--- config.mk ---
export PLATFORM = sky130hd
export DESIGN_NAME = alu_op_sequencer_flat
export DESIGN_NICKNAME = d
export VERILOG_FILES = /design/src/rtl/alu_op_sequencer_if.sv /design/src/rtl/alu_op_sequencer.sv /design/src/flat_wrapper.sv
export SDC_FILE = /design/constraint.sdc
export NUM_CORES = 1
export LEC_CHECK = 0
export ABC_AREA = 1
export ABC_CLOCK_PERIOD_IN_PS = 2020
export CAP_MARGIN = 20
export CORE_MARGIN = 3
export CORE_UTILIZATION = 53
export DETAILED_ROUTE_END_ITERATION = 16
export GPL_TIMING_DRIVEN = 0
export PLACE_DENSITY_LB_ADDON = 0.15
export SYNTH_ARGS = -nofsm -noshare
export SYNTH_HDL_FRONTEND = slang
export SYNTH_SLANG_ARGS = --single-unit
export TNS_END_PERCENT = 50
--- constraint.sdc ---
create_clock -name clk -period 2.02 [get_ports clk]
set_input_delay 0.202 -clock clk [delete_from_list [all_inputs] [get_ports clk]]
set_output_delay 0.202 -clock clk [all_outputs]
set_load 0.005 [all_outputs]
--- src/rtl/alu_op_sequencer_if.sv ---
// Request/response bundle between the execute control unit and the ALU op sequencer.
// The control unit is the master (issues operations, consumes results);
// the sequencer is the slave.
interface alu_op_sequencer_if;
    logic       req_valid;
    logic       req_ready;
    logic [3:0] req_op;
    logic [7:0] req_a;
    logic [7:0] req_b;
    logic       flag_c_in;
    logic       flag_v_in;
    logic       flag_d_in;

    logic       rsp_valid;
    logic       rsp_ready;
    logic [7:0] rsp_result;
    logic       rsp_n;
    logic       rsp_z;
    logic       rsp_c;
    logic       rsp_v;
    logic       rsp_err;

    modport master (
        output req_valid, req_op, req_a, req_b, flag_c_in, flag_v_in, flag_d_in, rsp_ready,
        input  req_ready, rsp_valid, rsp_result, rsp_n, rsp_z, rsp_c, rsp_v, rsp_err
    );

    modport slave (
        input  req_valid, req_op, req_a, req_b, flag_c_in, flag_v_in, flag_d_in, rsp_ready,
        output req_ready, rsp_valid, rsp_result, rsp_n, rsp_z, rsp_c, rsp_v, rsp_err
    );
endinterface

--- src/rtl/alu_op_sequencer.sv ---
// Runs one 6502 instruction-level ALU operation at a time through the shared
// combinational ALU: decodes the op into one-hot ALU controls and conditioned
// operands, lets the ALU settle for one cycle, then captures and post-processes
// the result into a byte plus N/Z/C/V held until the consumer accepts it.
module alu_op_sequencer #(
    parameter bit DECIMAL_EN = 1'b1
) (
    input  logic              clk,
    input  logic              rst_n,
    alu_op_sequencer_if.slave bus,
    output logic [7:0]        alu_a,
    output logic [7:0]        alu_b,
    output logic              alu_sums,
    output logic              alu_ands,
    output logic              alu_ors,
    output logic              alu_eors,
    output logic              alu_srs,
    output logic              alu_bcds,
    output logic              alu_cin,
    input  logic [7:0]        alu_result,
    input  logic              alu_of,
    input  logic              alu_cout
);

    localparam logic [3:0] OP_ADC = 4'd0;
    localparam logic [3:0] OP_SBC = 4'd1;
    localparam logic [3:0] OP_AND = 4'd2;
    localparam logic [3:0] OP_ORA = 4'd3;
    localparam logic [3:0] OP_EOR = 4'd4;
    localparam logic [3:0] OP_LSR = 4'd5;
    localparam logic [3:0] OP_ROR = 4'd6;
    localparam logic [3:0] OP_ASL = 4'd7;
    localparam logic [3:0] OP_ROL = 4'd8;
    localparam logic [3:0] OP_CMP = 4'd9;
    localparam logic [3:0] OP_INC = 4'd10;
    localparam logic [3:0] OP_DEC = 4'd11;
    localparam logic [3:0] OP_BIT = 4'd12;

    typedef enum logic [1:0] {
        IDLE    = 2'd0,
        ISSUE   = 2'd1,
        CAPTURE = 2'd2,
        RESP    = 2'd3
    } state_t;

    state_t     state_q;
    state_t     state_d;
    logic       ready_q;
    logic       accept;

    // Operation latched at accept; the post-processing works from these copies.
    logic [3:0] op_q;
    logic [7:0] a_q;
    logic [7:0] b_q;
    logic       c_q;
    logic       v_q;

    // Decoded ALU drive, ordered {sums, ands, ors, eors, srs, bcds, cin}.
    logic [6:0] ctrl_d;
    logic [6:0] ctrl_q;
    logic [7:0] dec_a;
    logic [7:0] dec_b;
    logic       dec_d;

    // Post-processed response, loaded at the end of the ISSUE cycle.
    logic [7:0] res_d;
    logic       n_d;
    logic       z_d;
    logic       c_d;
    logic       v_d;
    logic       err_d;
    logic       nz_fixed;

    logic       rsp_valid_q;
    logic [7:0] rsp_result_q;
    logic       rsp_n_q;
    logic       rsp_z_q;
    logic       rsp_c_q;
    logic       rsp_v_q;
    logic       rsp_err_q;

    assign accept = bus.req_valid & ready_q;

    // Next-state logic: one fixed pass IDLE -> ISSUE -> CAPTURE -> RESP, leaving RESP on handshake.
    always_comb begin
        state_d = state_q;
        case (state_q)
            IDLE:    if (accept) state_d = ISSUE;
            ISSUE:   state_d = CAPTURE;
            CAPTURE: state_d = RESP;
            RESP:    if (bus.rsp_ready) state_d = IDLE;
            default: state_d = IDLE;
        endcase
    end

    // State register; ready is registered so it stays low throughout reset.
    always_ff @(posedge clk or negedge rst_n) begin
        if (!rst_n) begin
            state_q     <= IDLE;
            ready_q     <= 1'b0;
            rsp_valid_q <= 1'b0;
        end else begin
            state_q     <= state_d;
            ready_q     <= (state_d == IDLE);
            rsp_valid_q <= (state_d == RESP);
        end
    end

    // Decode the incoming request into ALU controls and conditioned operands.
    always_comb begin
        dec_d  = bus.flag_d_in & DECIMAL_EN;
        dec_a  = bus.req_a;
        dec_b  = bus.req_b;
        ctrl_d = 7'b0000000;
        case (bus.req_op)
            OP_ADC: ctrl_d = {1'b1, 4'b0000, dec_d, bus.flag_c_in};
            OP_SBC: begin
                dec_b  = dec_d ? (8'h99 - bus.req_b) : ~bus.req_b;
                ctrl_d = {1'b1, 4'b0000, dec_d, bus.flag_c_in};
            end
            OP_AND, OP_BIT: ctrl_d = 7'b0100000;
            OP_ORA: ctrl_d = 7'b0010000;
            OP_EOR: ctrl_d = 7'b0001000;
            OP_LSR, OP_ROR: ctrl_d = 7'b0000100;
            OP_ASL: begin
                dec_b  = bus.req_a;
                ctrl_d = 7'b1000000;
            end
            OP_ROL: begin
                dec_b  = bus.req_a;
                ctrl_d = {1'b1, 5'b00000, bus.flag_c_in};
            end
            OP_CMP: begin
                dec_b  = ~bus.req_b;
                ctrl_d = 7'b1000001;
            end
            OP_INC: begin
                dec_b  = 8'h01;
                ctrl_d = 7'b1000000;
            end
            OP_DEC: begin
                dec_b  = 8'hFF;
                ctrl_d = 7'b1000000;
            end
            default: ctrl_d = 7'b0000000;
        endcase
    end

    // ALU drive registers: controls live only for the ISSUE cycle, operands hold their last value.
    always_ff @(posedge clk or negedge rst_n) begin
        if (!rst_n) begin
            ctrl_q <= 7'b0000000;
            alu_a  <= 8'h00;
            alu_b  <= 8'h00;
            op_q   <= 4'h0;
            a_q    <= 8'h00;
            b_q    <= 8'h00;
            c_q    <= 1'b0;
            v_q    <= 1'b0;
        end else if (accept) begin
            ctrl_q <= ctrl_d;
            alu_a  <= dec_a;
            alu_b  <= dec_b;
            op_q   <= bus.req_op;
            a_q    <= bus.req_a;
            b_q    <= bus.req_b;
            c_q    <= bus.flag_c_in;
            v_q    <= bus.flag_v_in;
        end else begin
            ctrl_q <= 7'b0000000;
        end
    end

    assign {alu_sums, alu_ands, alu_ors, alu_eors, alu_srs, alu_bcds, alu_cin} = ctrl_q;

    // Turn the raw ALU output into the architectural result and flags; shift carries come from A.
    always_comb begin
        res_d    = alu_result;
        n_d      = 1'b0;
        z_d      = 1'b0;
        c_d      = c_q;
        v_d      = v_q;
        err_d    = 1'b0;
        nz_fixed = 1'b0;
        case (op_q)
            OP_ADC, OP_SBC: begin
                c_d = alu_cout;
                v_d = alu_of;
            end
            OP_AND, OP_ORA, OP_EOR, OP_INC, OP_DEC: res_d = alu_result;
            OP_LSR: begin
                res_d = {1'b0, alu_result[6:0]};
                c_d   = a_q[0];
            end
            OP_ROR: begin
                res_d = {c_q, alu_result[6:0]};
                c_d   = a_q[0];
            end
            OP_ASL, OP_ROL: c_d = a_q[7];
            OP_CMP: begin
                res_d    = a_q;
                c_d      = alu_cout;
                n_d      = alu_result[7];
                z_d      = (alu_result == 8'h00);
                nz_fixed = 1'b1;
            end
            OP_BIT: begin
                res_d    = a_q;
                n_d      = b_q[7];
                v_d      = b_q[6];
                z_d      = ((a_q & b_q) == 8'h00);
                nz_fixed = 1'b1;
            end
            default: begin
                res_d = a_q;
                err_d = 1'b1;
            end
        endcase
        if (!nz_fixed) begin
            n_d = res_d[7];
            z_d = (res_d == 8'h00);
        end
    end

    // Capture the response once the ALU has had the whole ISSUE cycle to settle.
    always_ff @(posedge clk or negedge rst_n) begin
        if (!rst_n) begin
            rsp_result_q <= 8'h00;
            rsp_n_q      <= 1'b0;
            rsp_z_q      <= 1'b0;
            rsp_c_q      <= 1'b0;
            rsp_v_q      <= 1'b0;
            rsp_err_q    <= 1'b0;
        end else if (state_q == ISSUE) begin
            rsp_result_q <= res_d;
            rsp_n_q      <= n_d;
            rsp_z_q      <= z_d;
            rsp_c_q      <= c_d;
            rsp_v_q      <= v_d;
            rsp_err_q    <= err_d;
        end
    end

    assign bus.req_ready  = ready_q;
    assign bus.rsp_valid  = rsp_valid_q;
    assign bus.rsp_result = rsp_result_q;
    assign bus.rsp_n      = rsp_n_q;
    assign bus.rsp_z      = rsp_z_q;
    assign bus.rsp_c      = rsp_c_q;
    assign bus.rsp_v      = rsp_v_q;
    assign bus.rsp_err    = rsp_err_q;

endmodule

--- src/flat_wrapper.sv ---
// flat-port wrapper written by rule: the top's interface ports become plain ports
module alu_op_sequencer_flat 
#(
    parameter bit DECIMAL_EN = 1'b1
)
  (clk, rst_n, alu_a, alu_b, alu_sums, alu_ands, alu_ors, alu_eors, alu_srs, alu_bcds, alu_cin, alu_result, alu_of, alu_cout, bus_req_valid, bus_req_op, bus_req_a, bus_req_b, bus_flag_c_in, bus_flag_v_in, bus_flag_d_in, bus_rsp_ready, bus_req_ready, bus_rsp_valid, bus_rsp_result, bus_rsp_n, bus_rsp_z, bus_rsp_c, bus_rsp_v, bus_rsp_err);
  alu_op_sequencer_if bus_i ();
  input  logic clk;
  input  logic rst_n;
  output logic [7:0] alu_a;
  output logic [7:0] alu_b;
  output logic alu_sums;
  output logic alu_ands;
  output logic alu_ors;
  output logic alu_eors;
  output logic alu_srs;
  output logic alu_bcds;
  output logic alu_cin;
  input  logic [7:0] alu_result;
  input  logic alu_of;
  input  logic alu_cout;
  input wire logic [$bits(bus_i.req_valid)-1:0] bus_req_valid;
  input wire logic [$bits(bus_i.req_op)-1:0] bus_req_op;
  input wire logic [$bits(bus_i.req_a)-1:0] bus_req_a;
  input wire logic [$bits(bus_i.req_b)-1:0] bus_req_b;
  input wire logic [$bits(bus_i.flag_c_in)-1:0] bus_flag_c_in;
  input wire logic [$bits(bus_i.flag_v_in)-1:0] bus_flag_v_in;
  input wire logic [$bits(bus_i.flag_d_in)-1:0] bus_flag_d_in;
  input wire logic [$bits(bus_i.rsp_ready)-1:0] bus_rsp_ready;
  output wire logic [$bits(bus_i.req_ready)-1:0] bus_req_ready;
  output wire logic [$bits(bus_i.rsp_valid)-1:0] bus_rsp_valid;
  output wire logic [$bits(bus_i.rsp_result)-1:0] bus_rsp_result;
  output wire logic [$bits(bus_i.rsp_n)-1:0] bus_rsp_n;
  output wire logic [$bits(bus_i.rsp_z)-1:0] bus_rsp_z;
  output wire logic [$bits(bus_i.rsp_c)-1:0] bus_rsp_c;
  output wire logic [$bits(bus_i.rsp_v)-1:0] bus_rsp_v;
  output wire logic [$bits(bus_i.rsp_err)-1:0] bus_rsp_err;
  assign bus_i.req_valid = bus_req_valid;
  assign bus_i.req_op = bus_req_op;
  assign bus_i.req_a = bus_req_a;
  assign bus_i.req_b = bus_req_b;
  assign bus_i.flag_c_in = bus_flag_c_in;
  assign bus_i.flag_v_in = bus_flag_v_in;
  assign bus_i.flag_d_in = bus_flag_d_in;
  assign bus_i.rsp_ready = bus_rsp_ready;
  assign bus_req_ready = bus_i.req_ready;
  assign bus_rsp_valid = bus_i.rsp_valid;
  assign bus_rsp_result = bus_i.rsp_result;
  assign bus_rsp_n = bus_i.rsp_n;
  assign bus_rsp_z = bus_i.rsp_z;
  assign bus_rsp_c = bus_i.rsp_c;
  assign bus_rsp_v = bus_i.rsp_v;
  assign bus_rsp_err = bus_i.rsp_err;
  alu_op_sequencer #(.DECIMAL_EN(DECIMAL_EN)) u_core (.clk(clk), .rst_n(rst_n), .bus(bus_i), .alu_a(alu_a), .alu_b(alu_b), .alu_sums(alu_sums), .alu_ands(alu_ands), .alu_ors(alu_ors), .alu_eors(alu_eors), .alu_srs(alu_srs), .alu_bcds(alu_bcds), .alu_cin(alu_cin), .alu_result(alu_result), .alu_of(alu_of), .alu_cout(alu_cout));
endmodule
==> results of run 1 <==
through the flow:
stage	hold WS [ps]	setup WS (ps)	setup TNS (ps)	instance area (um^2)	utilization
after floorplan	-93.6	753	0	2860	-
after global placement	466	-805	-43320	3670	0.709
after detailed placement	114	216	0	3680	0.712
after CTS	268	502	0	3810	0.736
after global routing	285	291	0	3810	0.736
final	284	495	0	3810	0.736
sequential cells by signal, summed over array words and instances (netlist names):
signal and cells:
u_core.ctrl_q 7, u_core.bus.rsp_c 1, u_core.bus.rsp_valid 1, u_core.b_q 8
u_core.alu_a 8, u_core.bus.rsp_result 8, u_core.bus.rsp_err 1, u_core.bus.rsp_v 1
u_core.bus.rsp_n 1, u_core.alu_b 8, u_core.state_q 2, u_core.c_q 1
u_core.op_q 4, u_core.bus.req_ready 1, u_core.v_q 1, u_core.bus.rsp_z 1
power breakdown:
group	switching [uW]	internal, uW	total [uW]
clock network	344	397	741
registers	316	1540	1860
logic	1090	1030	2120
cell families (layout without fill, tap and decap cells):
logic type / count (synthesis) / after routing / share of synthesized area
AOI/OAI and AO/OA: 63 / 63 / 0.117
and+or+nand+nor: 206 / 206 / 0.315
adders and majority gates: 1 / 1 / 0.00437
DFF: 54 / 54 / 0.472
xor gates and xnor gates: 2 / 2 / 0.00613
buffers and inverters: 62 / 143 / 0.0844
worst reg2reg max path: stages, from the launching register on:
cell      delay [ps]
dfrtp_1          380
inv_1             60
nor2_2           340
inv_2            160
clkbuf_1         250
nand2_1          110
o31ai_1           80
area by class of cell:
class	instances	area, um^2
repair buffers	74	746
fillers	417	1370
flip-flops and latches	54	1350
clock buffers	6	82.6
multi-input cells	272	1270
well taps	70	87.6
inverters	52	195
plain buffers	10	46.3
clock inverters	1	30.0
per-layer routing:
metal / GRT usage / part of all wire / up-vias
met5: 0 / 0 / -
met4: 0.0945 / 0.021 / 0
met3: 0.0384 / 0.046 / 18
met2: 0.457 / 0.50 / 105
met1: 0.313 / 0.43 / 1300
li1: - / - / 1399
what timing repair did:
action,4_1_cts,5_1_grt
endpoints found under the hold margin,13,0
resized for setup,0,0
hold buffers,1,0
layout by cell type, fill, tap and decap left out, types with 3 or more instances in the layout:
cell             instances
nand2_1                125
clkdlybuf4s50_1         71
dfrtp_1                 54
inv_1                   43
o21ai_0                 35
nand3_1                 28
nor2_1                  25
a21oi_1                 17
inv_2                    9
clkbuf_1                 8
nand4_1                  6
clkbuf_8                 6
nor2_2                   5
nor3_1                   5
nand2_2                  4
nand3b_1                 3
o21ai_1                  3
how the worst max path moves through the flow:
stage	from	endpoint	slack (ps)
after floorplan	u_core.op_q[3]	u_core.bus.rsp_z	750
after global placement	rst_n	u_core.alu_b[3]	-810
after detailed placement	bus_req_op[1]	u_core.alu_b[6]	220
after CTS	u_core.state_q[0]	u_core.bus.rsp_err	500
after global routing	u_core.state_q[0]	u_core.bus.rsp_result[2]	290
final	bus_req_op[1]	u_core.alu_b[5]	500
==> flow_metrics.tcl, run 1 <==
set metrics [dict create \
    status "finished, final reports clean" \
    fmax_mhz 656 \
    drtIter0Drc 142 \
    finalNonFillerCells 539 \
    cts.sinks 54 \
    cpMostUsedCell "nand2_1" \
    cts_buffer_depth 2 \
    grt_usage 0.257 \
    die_area_um2 6310 \
    power_uw 4720 \
    cellLeakagePower_uw 0.00180 \
    wl_per_cell_um 13.9 \
    viasPerCell 5.24 \
    overflow 0 \
    holdPathEnd "u_core.b_q[3]" \
    crit_arrival_ps 1740 \
    cellPowerDensity_nw_per_um2 1240 \
    clock_latency_ps 310 \
    rr_worst_depth 6 \
    syn_avg_cell_area_um2 7.37 \
    crit_path_end_kind "flop" \
    tritoncts "done" \
    yosysMostFrequentCell "nand2_1" \
    slew_viol_final 0 \
    vias 2822 \
    ys_seq_area_frac 0.472 \
    synth_top_cell_by_area "dfrtp_1" \
    grt_pass1_wl_um 12800 \
    worstPathMaxFanout 6 \
    die-width_um 79.5 \
    worst_pin_slew_ps 484 \
    synth_commonest_cells "125 x nand2_1, 54 x dfrtp_1, 43 x inv_1" \
    antennaDiodeCount 0 \
    rsz0062_at_grt "no" \
    synth_edf_count 0 \
    worst-path-stages 11 \
    ir_drop_uv 755 \
    synth_top_cells_by_area "dfrtp_1 47%, nand2_1 16%, o21ai_0 6.1%" \
    die-height_um 79.5 \
    dpl.hpwl_um 5780 \
    antenna_found_initial 0 \
    r2r_setup_slack_ps 520 \
    synthArstFlopShare 1.00 \
    grt_max_degree 42 \
    gp_congestion 0.899 \
    drc 0 \
    crit_chain "clkdlybuf4s50_1, inv_1, nand2_1, inv_1, nand2_1, nand2_1, inv_2, a21oi_1, nand3b_1, nand2_1, inv_1" \
    relSlewSlack 0.678 \
    coreArea_um2 5170 \
    start_util 0.553 \
    critPathLaunchType "primary input" \
    cp_data_required_time_ps 2230 \
    cts-root-buf "clkbuf_8" \
    slowest_stage "clkdlybuf4s50_1" \
    rows 26 \
    cts_max_level 2 \
    worst_path_largest_cell_delay_ps 460 \
    synth_top_area_share 0.472 \
    place_inst 531 \
    wl_um 7500 \
    setup_viol 0 \
    holdPathStages 3 \
    synth_area_um2 2860 \
    r2r_end "u_core.bus.rsp_err" \
    synth-seq-cells 54 \
    hp-start "bus_req_b[3]" \
    cts_setup_buffers 0 \
    synth_nets 426 \
    cts_buffers 5 \
    first_global_vias 2846 \
    yosys_warnings 0 \
    synth_cell_type_count 29 \
    hold_viol_final 0 \
    synth_ff_type "dfrtp_1" \
    cap_violations 0 \
    clkTransAtPathRegs_ps 90 \
    synth_cells 388 \
    ant_nets 0 \
    areaGrowthSynthToFinish_pct 33.1 \
    num-nets-final 507 \
    period_needed_ps 1520 \
    hp-class "primary input to flop" \
    drive_gt1_frac 0.0746 \
    cp.buffers_inverters 5 \
    timing.rr.start "u_core.state_q[0]" \
    io_pins 75 \
    path_class "primary input to flop" \
    period_share 0.755 \
    io_buffer_count 72 \
    firstDrtPassIters 4 \
    crit_family "buffers and inverters" \
    finalClockSkew_ps 4.18 \
]
Power figures use the tool's default switching activity.
==> run 2: changes to the inputs <==
--- a/config.mk
+++ b/config.mk
@@ -6,10 +6,10 @@
 export NUM_CORES = 1
 export LEC_CHECK = 0
 export ABC_AREA = 1
-export ABC_CLOCK_PERIOD_IN_PS = 2020
+export ABC_CLOCK_PERIOD_IN_PS = 1500
 export CAP_MARGIN = 20
 export CORE_MARGIN = 3
-export CORE_UTILIZATION = 53
+export CORE_UTILIZATION = 49
 export DETAILED_ROUTE_END_ITERATION = 16
 export GPL_TIMING_DRIVEN = 0
 export PLACE_DENSITY_LB_ADDON = 0.15
==> constraint.sdc (replaced) <==
create_clock -name clk -period 1.5 [get_ports clk]
set_input_delay 0.15 -clock clk [delete_from_list [all_inputs] [get_ports clk]]
set_output_delay 0.15 -clock clk [all_outputs]
set_load 0.005 [all_outputs]
==> flow_metrics.tcl, run 2 (synthesized netlist as in run 1, its figures left out) <==
set metrics [dict create \
    cap_violations 0 \
    antennaDiodeCount 0 \
    crit_chain "buf_6, nand2_8, nand2_4, buf_4, nand3b_1, nand2_1, nand3_1, a21oi_2" \
    relSlewSlack 0.612 \
    io_buffer_count 72 \
    drtIter0Drc 150 \
    grt_pass1_wl_um 11900 \
    finalClockSkew_ps 7.59 \
    ir_drop_uv 849 \
    cts_max_level 2 \
    drive_gt1_frac 0.103 \
    areaGrowthSynthToFinish_pct 35.7 \
    tritoncts "done" \
    vias 2816 \
    num-nets-final 512 \
    wl_per_cell_um 13.8 \
    finalNonFillerCells 547 \
    dp_worst_setup_slack_ps -274 \
    fmax_mhz 708 \
    drc 0 \
    path_class "flop to flop" \
    rows 27 \
    cts_buffers 5 \
    mostFrequentLayoutCells "123 x nand2_1, 69 x clkdlybuf4s50_1, 51 x dfrtp_1, 42 x inv_1, 34 x o21ai_0" \
    placed_area_um2 3690 \
    internal_power_uw 4070 \
    worst_pin_slew_ps 582 \
    die-height_um 82.4 \
    gp_congestion 0.879 \
    hp-class "primary input to flop" \
    cts_buffer_depth 2 \
    die-width_um 82.4 \
    cp_data_required_time_ps 1740 \
    setup-tns-final_ps 0 \
    critPathLaunchType "flop" \
    io_pins 75 \
    firstDrtPassIters 5 \
    clkTransAtPathRegs_ps 100 \
    place_inst 533 \
    period_share 0.942 \
    seqPwrFrac 0.390 \
    status "finished, final reports clean" \
    coreArea_um2 5570 \
    die_area_um2 6790 \
    crit_path_end_kind "flop" \
    final_core_util 0.697 \
    p_switching_uw 2410 \
    grt_max_degree 39 \
    grt_usage 0.231 \
    cts.sinks 54 \
    slew_viol_final 0 \
    worst_slack_ps 87.5 \
    swShare 0.372 \
    cts-root-buf "clkbuf_8" \
    cellPowerDensity_nw_per_um2 1670 \
    worst_path_largest_cell_delay_ps 380 \
    dpl.hpwl_um 5750 \
    period_needed_ps 1410 \
    first_global_vias 2579 \
    start_util 0.513 \
    worstPathMaxFanout 10 \
    antenna_found_initial 0 \
    hold_viol_final 0 \
    comb_power_share 0.462 \
    clock_latency_ps 300 \
    ant_nets 0 \
    fin_area_um2 3880 \
    layout_commonest_cell "nand2_1" \
    crit_arrival_ps 1650 \
    overflow 0 \
    clock_power_share 0.148 \
    setup_viol 0 \
    slowest_stage "dfrtp_1" \
    cellLeakagePower_uw 0.00184 \
    wl_um 7580 \
    viasPerCell 5.15 \
]
[run 2: cell count changes in the layout (fill, tap and decap cells not counted), sizes merged]
cell / delta
dlymetal6s2s: +2
buf: +6
clkdlybuf4s50: -2
[run 2: timing repair]
item / CTS / global route
hold buffers: 1 / 0
setup buffers: 0 / 5
endpoints found under the hold margin: 16 / 0
setup endpoints to repair: 0 / 20
gates resized for setup: 0 / 23
[run 2: worst max-delay path, delay by kind of cell (launching register included)]
family	cells	cell delay, ps
flip-flops	1	380
AND/OR/NAND/NOR	5	550
buffers and inverters	2	280
AO/OA/AOI/OAI	1	120
[run 2: area by class of cell]
type | instances | area (um^2)
Clock buffer | 7 | 76.3
Timing Repair Buffer | 79 | 788
Inverter | 52 | 198
Sequential cell | 54 | 1360
Fill cell | 471 | 1690
Tap cell | 72 | 90.1
Buffer | 10 | 48.8
Multi-Input combinational cell | 272 | 1300
Clock inverter | 1 | 30.0
[run 2: power groups by stage]
stage | Clock [uW] | Combinational [uW] | Sequential (uW)
global placement | 0 | 2780 | 2500
detailed placement | 0 | 2830 | 2520
floorplan | 0 | 1490 | 2480
global route | 1030 | 3360 | 2600
finish | 961 | 2990 | 2530
CTS | 978 | 2860 | 2500
[run 2: final timing paths]
| path | start | endpoint | slack, ps | cells past startpoint |
|---|---|---|---|---|
| min in group asynchronous | rst_n | u_core.bus.rsp_valid | 280 | 2 |
| worst min register to register | u_core.alu_b[6] | u_core.alu_b[6] | 480 | 2 |
| worst max register to register | u_core.op_q[3] | u_core.bus.rsp_z | 90 | 8 |
| worst max-delay path | u_core.op_q[3] | u_core.bus.rsp_z | 90 | 8 |
| worst min-delay path | bus_req_b[3] | u_core.b_q[3] | 200 | 3 |
| max in group asynchronous | rst_n | u_core.op_q[2] | 680 | 3 |
[run 2: per-stage QoR]
stage	total power, uW	hold slack (ps)
2_1_floorplan	3970	-146
6_report	6480	196
4_1_cts	6330	184
3_3_place_gp	5280	465
5_1_grt	7000	191
3_5_place_dp	5360	85.6
[run 2: per-layer routing]
layer	vias to the layer above	global-route usage	share of wire
li1	1414	-	-
met1	1304	0.301	0.44
met2	90	0.393	0.49
met3	8	0.0412	0.055
met4	0	0.0681	0.012
met5	-	0	0
==> variant: new RTL, config.mk and constraints of run 2 <==
`DECIMAL_EN` is set to 1'b1 in 2 places; all go to 1'b0.
--- a/src/rtl/alu_op_sequencer.sv
+++ b/src/rtl/alu_op_sequencer.sv
@@ -5,3 +5,3 @@
 module alu_op_sequencer #(
-    parameter bit DECIMAL_EN = 1'b1
+    parameter bit DECIMAL_EN = 1'b0
 ) (
--- a/src/flat_wrapper.sv
+++ b/src/flat_wrapper.sv
@@ -3,3 +3,3 @@
 #(
-    parameter bit DECIMAL_EN = 1'b1
+    parameter bit DECIMAL_EN = 1'b0
 )
Function: changed (a bounded check fails within 4 cycles, from zero or initial values and one cycle with rst_n low).
==> variant against run 2 <==
Final area fell by 7.9%. Total power grew 2.9%. Sequential cell count decreased by 1. Highest routed layer unchanged. Wire length is 13% lower. Count of clock-buffer cells in the layout is 2 lower. Worst setup slack got worse by 0.050 ns. Synthesized area decreased by 11%. Largest cell class unchanged. Hold slack worse by 0.080 ns.
==> variant: results (changes against run 2) <==
worst_setup_path:
  regToRegSetupSlack_ns: 0.04  # was 0.09 ns
  reg2reg_depth: 9  # was 8
  slowest_stage: "dfrtp_2"  # was dfrtp_1
  crit_arrival_ns: 1.70  # was 1.65 ns
  slowest_delay_ns: 0.45  # was 0.38 ns
  timing.rr.start: "u_core.op_q[1]"  # was u_core.op_q[3]
  critPathMaxFanout: 8  # was 10
  crit_end: "u_core.bus.rsp_z"  # unchanged
yosys:
  postSynthAreaPerCell_um2: 7.63  # was 7.37 um2
  syn_nets: 371  # was 426
  synth-seq-area-share_pct: 52.0  # was 47.2%
  yosysUniqueCellTypes: 26  # was 29
  synth_area_leaders: "dfrtp_1, nand2_1, nor2_1"  # was dfrtp_1, nand2_1, o21ai_0
  synth_common_cells: "nand2_1, dfrtp_1, nor2_1, o21ai_0, inv_1"  # was nand2_1, dfrtp_1, inv_1, o21ai_0, nand3_1
  synth_area_um2: 2550  # was 2860 um2
power:
  finalPower_mw: 6.66  # was 6.48 mW
  switchingPower_mw: 2.44  # was 2.41 mW
  p_leak_nw: 1.68  # was 1.84 nW
  seq_power_share_pct: 38.0  # was 39.0%
  clock_net_power_mw: 1.13  # was 0.961 mW
  ir_worst_vdd_uv: 880  # was 849 uV
  p_per_area_nw_per_um2: 1860  # was 1670 nW/um2
final_layout:
  nonClkBufAreaFrac_pct: 23.0  # was 21.6%
  register_area_um2: 1330  # was 1360 um2
  n_all_inverters: 26  # was 52
  buffers_excl_clock: 88  # was 89
  multi_input_area_share_pct: 31.0  # was 33.4%
  post_route_cells_drive_above_1_share_pct: 11.9  # was 10.3%
  clockNetworkAreaShare_pct: 3.74  # was 2.74%
  nFillCells: 411  # was 471
  clkbuf_count: 5  # was 7
  nMultiInputCombCells: 245  # was 272
  nets: 456  # was 512
clock_tree:
  ctsResizeCount: 2  # was 0
  numClockSinks: 53  # was 54
  path_clk_slew_ns: 0.10  # about the same
hold_path:
  min_from: "bus_req_op[2]"  # was bus_req_b[3]
  min_path_cells: 2  # was 3
  whs_endpoint: "u_core.ctrl_q[4]"  # was u_core.b_q[3]
timing:
  hold_slack_ns: 0.115  # was 0.196 ns
  skew_ns: 0.00622  # was 0.00759 ns
drt:
  wl_per_cell_um: 13.5  # was 13.8 um
  met2WireLength_mm: 3.14  # was 3.73 mm
  dr.pass1.iters: 4  # was 5
  drt_iter0_drc: 175  # was 150
  wl_met1_mm: 2.99  # was 3.34 mm
  viasPerCell: 5.10  # was 5.15
  wl_met3_um: 334  # was 415 um
  wl_mm: 6.59  # was 7.58 mm
placed_design:
  hpwl_mm: 4.77  # was 5.75 mm
  postPlaceCellArea_um2: 3360  # was 3690 um2
  dp_slack_ns: -0.285  # was -0.274 ns
  port_buffers: 71  # was 72
  gp_congestion: 0.851  # was 0.879
  dp_cells: 473  # was 533
global_routing:
  grt_max_degree: 40  # was 39
  grt_pass1_vias: 2364  # was 2579
  grtUsageTotal_pct: 22.4  # was 23.1%
  grt_pass1_wl_mm: 10.9  # was 11.9 mm
outcome:
  outcome: "completed"  # unchanged
-- variant: changes by cell type in the layout (fill, tap and decap cells not counted), moves of 3 or more --
| cell | delta |
|---|---|
| nor3_1 | -3 |
| nand3_1 | -16 |
| nand3b_1 | -3 |
| o21ai_0 | -13 |
| inv_1 | -25 |
| nor2_1 | +9 |
| clkbuf_1 | -4 |
| a21oi_1 | -13 |
| nor4_1 | +4 |
| a31oi_1 | +9 |
| nand2_1 | +10 |
| clkbuf_2 | +3 |
| o21ai_1 | -3 |
-- variant: logic make-up (layout without fill, tap and decap cells) --
logic type / Yosys count / after routing / synth area share, %
compound gates: 43 / 43 / 10.2
buf+inv: 36 / 122 / 5.50
flops: 53 / 53 / 52.0
other cells: 1 / 1 / 0.147
simple gates: 201 / 201 / 32.1
-- variant: metal layers --
layer / vias to the layer above / track usage, %
met5: - / 0
met2: 79 / 35.5
li1: 1243 / -
met4: 0 / 9.79
met1: 1150 / 29.7
met3: 11 / 4.59
